<file path="src/rtl/capture_pkg.sv">
// Shared types and helpers for the edge-triggered capture register bank.
// Holds the capture mode encoding and the per-channel event decode.
package capture_pkg;

    localparam int CAP_MODE_W = 2;

    typedef enum logic [1:0] {
        CAP_RISE  = 2'b00,
        CAP_FALL  = 2'b01,
        CAP_BOTH  = 2'b10,
        CAP_LEVEL = 2'b11
    } cap_mode_t;

    // Decide whether this cycle is a capture event for one channel.
    function automatic logic capEvent(
        input cap_mode_t mode,
        input logic      en,
        input logic      enPrev
    );
        logic hit;
        hit = 1'b0;
        unique case (mode)
            CAP_RISE:  hit = en & ~enPrev;
            CAP_FALL:  hit = ~en & enPrev;
            CAP_BOTH:  hit = en ^ enPrev;
            CAP_LEVEL: hit = en;
            default:   hit = 1'b0;
        endcase
        return hit;
    endfunction

endpackage

</file>
<file path="src/rtl/capture_chan.sv">
// One capture channel: enable history, held data word, valid and sticky overrun.
// validNext is exported so the bank can register an aligned any-valid summary.
module capture_chan
    import capture_pkg::*;
#(
    parameter int DATA_W = 8
) (
    input  logic                  iClock,
    input  logic                  iReset,
    input  logic [DATA_W-1:0]     iData,
    input  logic                  iEn,
    input  logic [CAP_MODE_W-1:0] iMode,
    input  logic                  iAck,
    input  logic                  iClrOvr,
    output logic [DATA_W-1:0]     oData,
    output logic                  oValid,
    output logic                  oOverrun,
    output logic                  validNext
);

    logic              enPrev;
    logic              hit;
    logic              ovrSet;
    logic [DATA_W-1:0] dataNext;
    logic              ovrNext;

    assign hit = capEvent(cap_mode_t'(iMode), iEn, enPrev);

    // An event over an unacknowledged word is lost data; an ack on
    // the same cycle means the consumer took it, so no overrun.
    assign ovrSet = hit & oValid & ~iAck;

    always_comb begin
        dataNext  = oData;
        validNext = oValid;
        ovrNext   = oOverrun;
        if (iReset) begin
            dataNext  = '0;
            validNext = 1'b0;
            ovrNext   = 1'b0;
        end else begin
            if (hit) begin
                dataNext  = iData;
                validNext = 1'b1;
            end else if (iAck) begin
                validNext = 1'b0;
            end
            if (ovrSet) begin
                ovrNext = 1'b1;
            end else if (iClrOvr) begin
                ovrNext = 1'b0;
            end
        end
    end

    // enPrev tracks iEn even in reset so a held enable gives no edge.
    always_ff @(posedge iClock) begin
        enPrev   <= iEn;
        oData    <= dataNext;
        oValid   <= validNext;
        oOverrun <= ovrNext;
    end

endmodule

</file>
<file path="src/rtl/capture_latch_bank.sv">
// Bank of independent edge-triggered capture channels with valid/overrun flags.
// All outputs are registered; oAnyValid is aligned with oValid.
module capture_latch_bank
    import capture_pkg::*;
#(
    parameter int DATA_W = 8,
    parameter int NUM_CH = 4
) (
    input  logic                         iClock,
    input  logic                         iReset,
    input  logic [NUM_CH*DATA_W-1:0]     iData,
    input  logic [NUM_CH-1:0]            iEn,
    input  logic [NUM_CH*CAP_MODE_W-1:0] iMode,
    input  logic [NUM_CH-1:0]            iAck,
    input  logic [NUM_CH-1:0]            iClrOvr,
    output logic [NUM_CH*DATA_W-1:0]     oData,
    output logic [NUM_CH-1:0]            oValid,
    output logic [NUM_CH-1:0]            oOverrun,
    output logic                         oAnyValid
);

    logic [NUM_CH-1:0] validNext;

    for (genvar c = 0; c < NUM_CH; c++) begin : gChan
        capture_chan #(
            .DATA_W(DATA_W)
        ) uChan (
            .iClock   (iClock),
            .iReset   (iReset),
            .iData    (iData[c*DATA_W +: DATA_W]),
            .iEn      (iEn[c]),
            .iMode    (iMode[c*CAP_MODE_W +: CAP_MODE_W]),
            .iAck     (iAck[c]),
            .iClrOvr  (iClrOvr[c]),
            .oData    (oData[c*DATA_W +: DATA_W]),
            .oValid   (oValid[c]),
            .oOverrun (oOverrun[c]),
            .validNext(validNext[c])
        );
    end

    always_ff @(posedge iClock) begin
        if (iReset) begin
            oAnyValid <= 1'b0;
        end else begin
            oAnyValid <= |validNext;
        end
    end

endmodule
</file>
<file path="config.mk">
export PLATFORM = sky130hd
export DESIGN_NAME = capture_latch_bank
export DESIGN_NICKNAME = d
export VERILOG_FILES = /design/src/rtl/capture_pkg.sv /design/src/rtl/capture_chan.sv /design/src/rtl/capture_latch_bank.sv
export SDC_FILE = /design/constraint.sdc
export NUM_CORES = 1
export LEC_CHECK = 0
export CORE_MARGIN = 2
export CORE_UTILIZATION = 40
export CTS_CLUSTER_DIAMETER = 40
export CTS_CLUSTER_SIZE = 10
export DETAILED_ROUTE_END_ITERATION = 7
export PLACE_DENSITY = 0.79
export SLEW_MARGIN = 5
export SYNTH_ARGS = -nofsm -noshare
export SYNTH_HDL_FRONTEND = slang
export SYNTH_SLANG_ARGS = --single-unit
</file>
<file path="constraint.sdc">
create_clock -name iClock -period 2.5 [get_ports iClock]
set_input_delay 0.5 -clock iClock [delete_from_list [all_inputs] [get_ports iClock]]
set_output_delay 0.5 -clock iClock [all_outputs]
set_load 0.005 [all_outputs]
</file>
==> flow_summary.json <==
{
  "port_buffers": 94,
  "setup_tns_ns": 0,
  "synth_area_um2": 1830,
  "die_w_um": 71.7,
  "slew_headroom_pct": 72.1,
  "insertion_delay_ns": 0.28,
  "status": "finished, final reports clean",
  "antenna_found_initial": 0,
  "drv_slew": 0,
  "synth_cells": 175,
  "crit_chain": "clkdlybuf4s50_1 -> inv_1 -> ha_1 -> inv_1 -> mux4_2 -> nor2_2 -> a41oi_1",
  "synthTopCellsByArea": "dfxtp_1 49%, mux2i_1 17%, nor2_1 8.2%, ha_1 5.5%, mux4_2 4.9%",
  "tritoncts": "built",
  "clk_pin_slew_ns": 0.08,
  "final_nets": 322,
  "drtIter0Drc": 33,
  "critPathTopFamily": "buffers and inverters",
  "startpoint_type": "input port",
  "r2r-start": "gChan[1].uChan.enPrev$_DFF_P_",
  "routabilityCongestion": 0.676,
  "pwr-share-seq_pct": 50.3,
  "place_hpwl_um": 2820,
  "area_growth_pct": 53.2,
  "crit_top_cell": "inv_1",
  "hp-class": "reg2reg",
  "core_area_um2": 4380,
  "critPathCaptureType": "flip-flop",
  "dp_slack_ns": 0.0439,
  "grtUsageTotal_pct": 15.4,
  "rsz0062_at_grt": "false",
  "vdd.ir_drop.worst_mv": 0.291,
  "die_area_um2": 5140,
  "intPower_mw": 1.22,
  "yosysWarnings": 0,
  "postCtsSetupRepairBufs": 0,
  "overflow": 0,
  "max_freq_mhz": 464,
  "die_height_um": 71.7,
  "vias": 1423,
  "powerDensity_nw_per_um2": 563,
  "setup_slack_ns": 0.346,
  "grt_first_pass_wirelength_um": 6220,
  "cp_num_buf_inv": 3,
  "setup_viol": 0,
  "slowest_stage": "mux4_2",
  "switching_share_pct": 23.2,
  "rows": 24,
  "total_leakage_power_nw": 1.18,
  "grt_start_max_net_pins": 42,
  "worst_slew_pin_slew_ns": 0.418,
  "n_fill_cell": 362,
  "cp-startpoint": "iEn[2]",
  "avgViaCountPerCell": 4.56,
  "fin_util_pct": 64.1,
  "drive_gt1_share_pct": 5.77,
  "cts_buffers": 5,
  "clock_path_buffers": 2,
  "cts_resized": 0,
  "fin_crit_ns": 2.15,
  "cts-root-buf": "clkbuf_8",
  "syn_avg_cell_area_um2": 10.5,
  "ioPinCount": 95,
  "antenna_cells": 0,
  "grt_pass1_vias": 1365,
  "critPathMaxStageDelay_ns": 0.62,
  "hold_violations": 0,
  "crit_required_ns": 2.65,
  "clock_power_share_pct": 27.6,
  "synthDistinctLibCells": 14,
  "wire_per_inst_um": 12.3,
  "yosysTopAreaCellShare_pct": 49.1,
  "cap_violations": 0,
  "min-delay-start": "gChan[3].uChan.oData[6]$_SDFFE_PP0N_",
  "min_period_over_period_pct": 86.2,
  "cts_hold_buf": 0,
  "crit_type": "in2reg",
  "cts.sinks": 45,
  "syn_nets": 237,
  "yosys.area.top_type": "dfxtp_1",
  "finClkSkew_ns": 0.00273,
  "switchingPower_uw": 366,
  "crit_arrival_ns": 2.31,
  "htree_num_levels": 2,
  "drc": 0,
  "routed_wl_um": 3840,
  "pwr-share-comb_pct": 22.1,
  "yosysSeqAreaShare_pct": 49.1,
  "initial_utilization_pct": 41.8,
  "path_max_fanout": 10,
  "drt_first_pass_iters": 4,
  "synth-seq-cells": 45,
  "ant_nets": 0
}
final cells by class:
| cell class | count | area, µm² | area share (%) |
|---|---|---|---|
| inverters | 12 | 45.0 | 1.60 |
| clock buffers | 7 | 86.3 | 3.07 |
| repair buffers | 95 | 948 | 33.7 |
| flip-flops and latches | 45 | 901 | 32.1 |
| multi-input cells | 101 | 764 | 27.2 |
| well taps | 52 | 65.1 | 2.32 |
flip-flops by register name, indices dropped and copies added, names as in the netlist:
name,flops
gChan.uChan.enPrev,4
gChan.uChan.oData,32
gChan.uChan.oOverrun,4
gChan.uChan.oValid,4
oAnyValid,1
metrics by stage:
step / hold WS, ns / power [mW] / cells / area (µm²)
2_1_floorplan: 0.485 / 0.980 / 175 / 1830
3_3_place_gp: 0.472 / 1.16 / 305 / 2720
3_5_place_dp: 0.483 / 1.16 / 305 / 2720
4_1_cts: 0.504 / 1.60 / 312 / 2810
5_1_grt: 0.526 / 1.67 / 312 / 2810
6_report: 0.493 / 1.58 / 312 / 2810
tightest hold or removal path, cell delays in order (launching register included):
cell and delay, ns:
dfxtp_1 0.33, mux2i_1 0.06, nor2_1 0.07
layer usage:
layer	GRT usage [%]	vias to the layer above	wire [µm]
met1	18.9	635	1660
met2	25.1	60	1800
li1	-	726	-
met4	3.14	0	12
met3	7.03	2	370
met5	0	-	0
logic make-up (layout without fill, tap and decap cells):
logic type,Yosys count,count (layout),synth area share [%]
flops,45,45,49.1
simple gates,52,52,12.3
buf+inv,29,114,9.21
fa+ha+maj,8,8,5.46
compound gates,5,5,1.57
mux,36,36,22.4
cells in the mapped netlist, drive strengths merged:
cell type,n
a21oi,4
mux2i,32
nor2b,8
buf,13
ha,8
clkbuf,4
mux4,4
dfxtp,45
nor2,44
a41oi,1
inv,12
final timing paths:
path,to,slack [ns],depth (start not counted)
worst max register to register,oAnyValid$_SDFF_PP0_,0.82,5
worst min-delay path,gChan[3].uChan.oData[6]$_SDFFE_PP0N_,0.49,2
worst max-delay path,oAnyValid$_SDFF_PP0_,0.35,7
worst min register to register,gChan[3].uChan.oData[6]$_SDFFE_PP0N_,0.49,2
power by group through the flow:
stage | Combinational [mW] | Clock (mW) | Sequential [mW]
detailed placement | 0.352 | 0 | 0.811
global placement | 0.345 | 0 | 0.811
global route | 0.382 | 0.485 | 0.802
finish | 0.350 | 0.437 | 0.796
CTS | 0.354 | 0.452 | 0.796
floorplan | 0.167 | 0 | 0.813
placed cells by master, fill, tap and decap left out, drive strengths merged:
cell | Yosys | routed
clkdlybuf4s50 | 0 | 94
dfxtp | 45 | 45
nor2 | 44 | 44
mux2i | 32 | 32
inv | 12 | 12
nor2b | 8 | 8
ha | 8 | 8
clkbuf | 4 | 7
mux4 | 4 | 4
a21oi | 4 | 4
a41oi | 1 | 1
buf | 13 | 1
(Power assumes the default switching activity.)
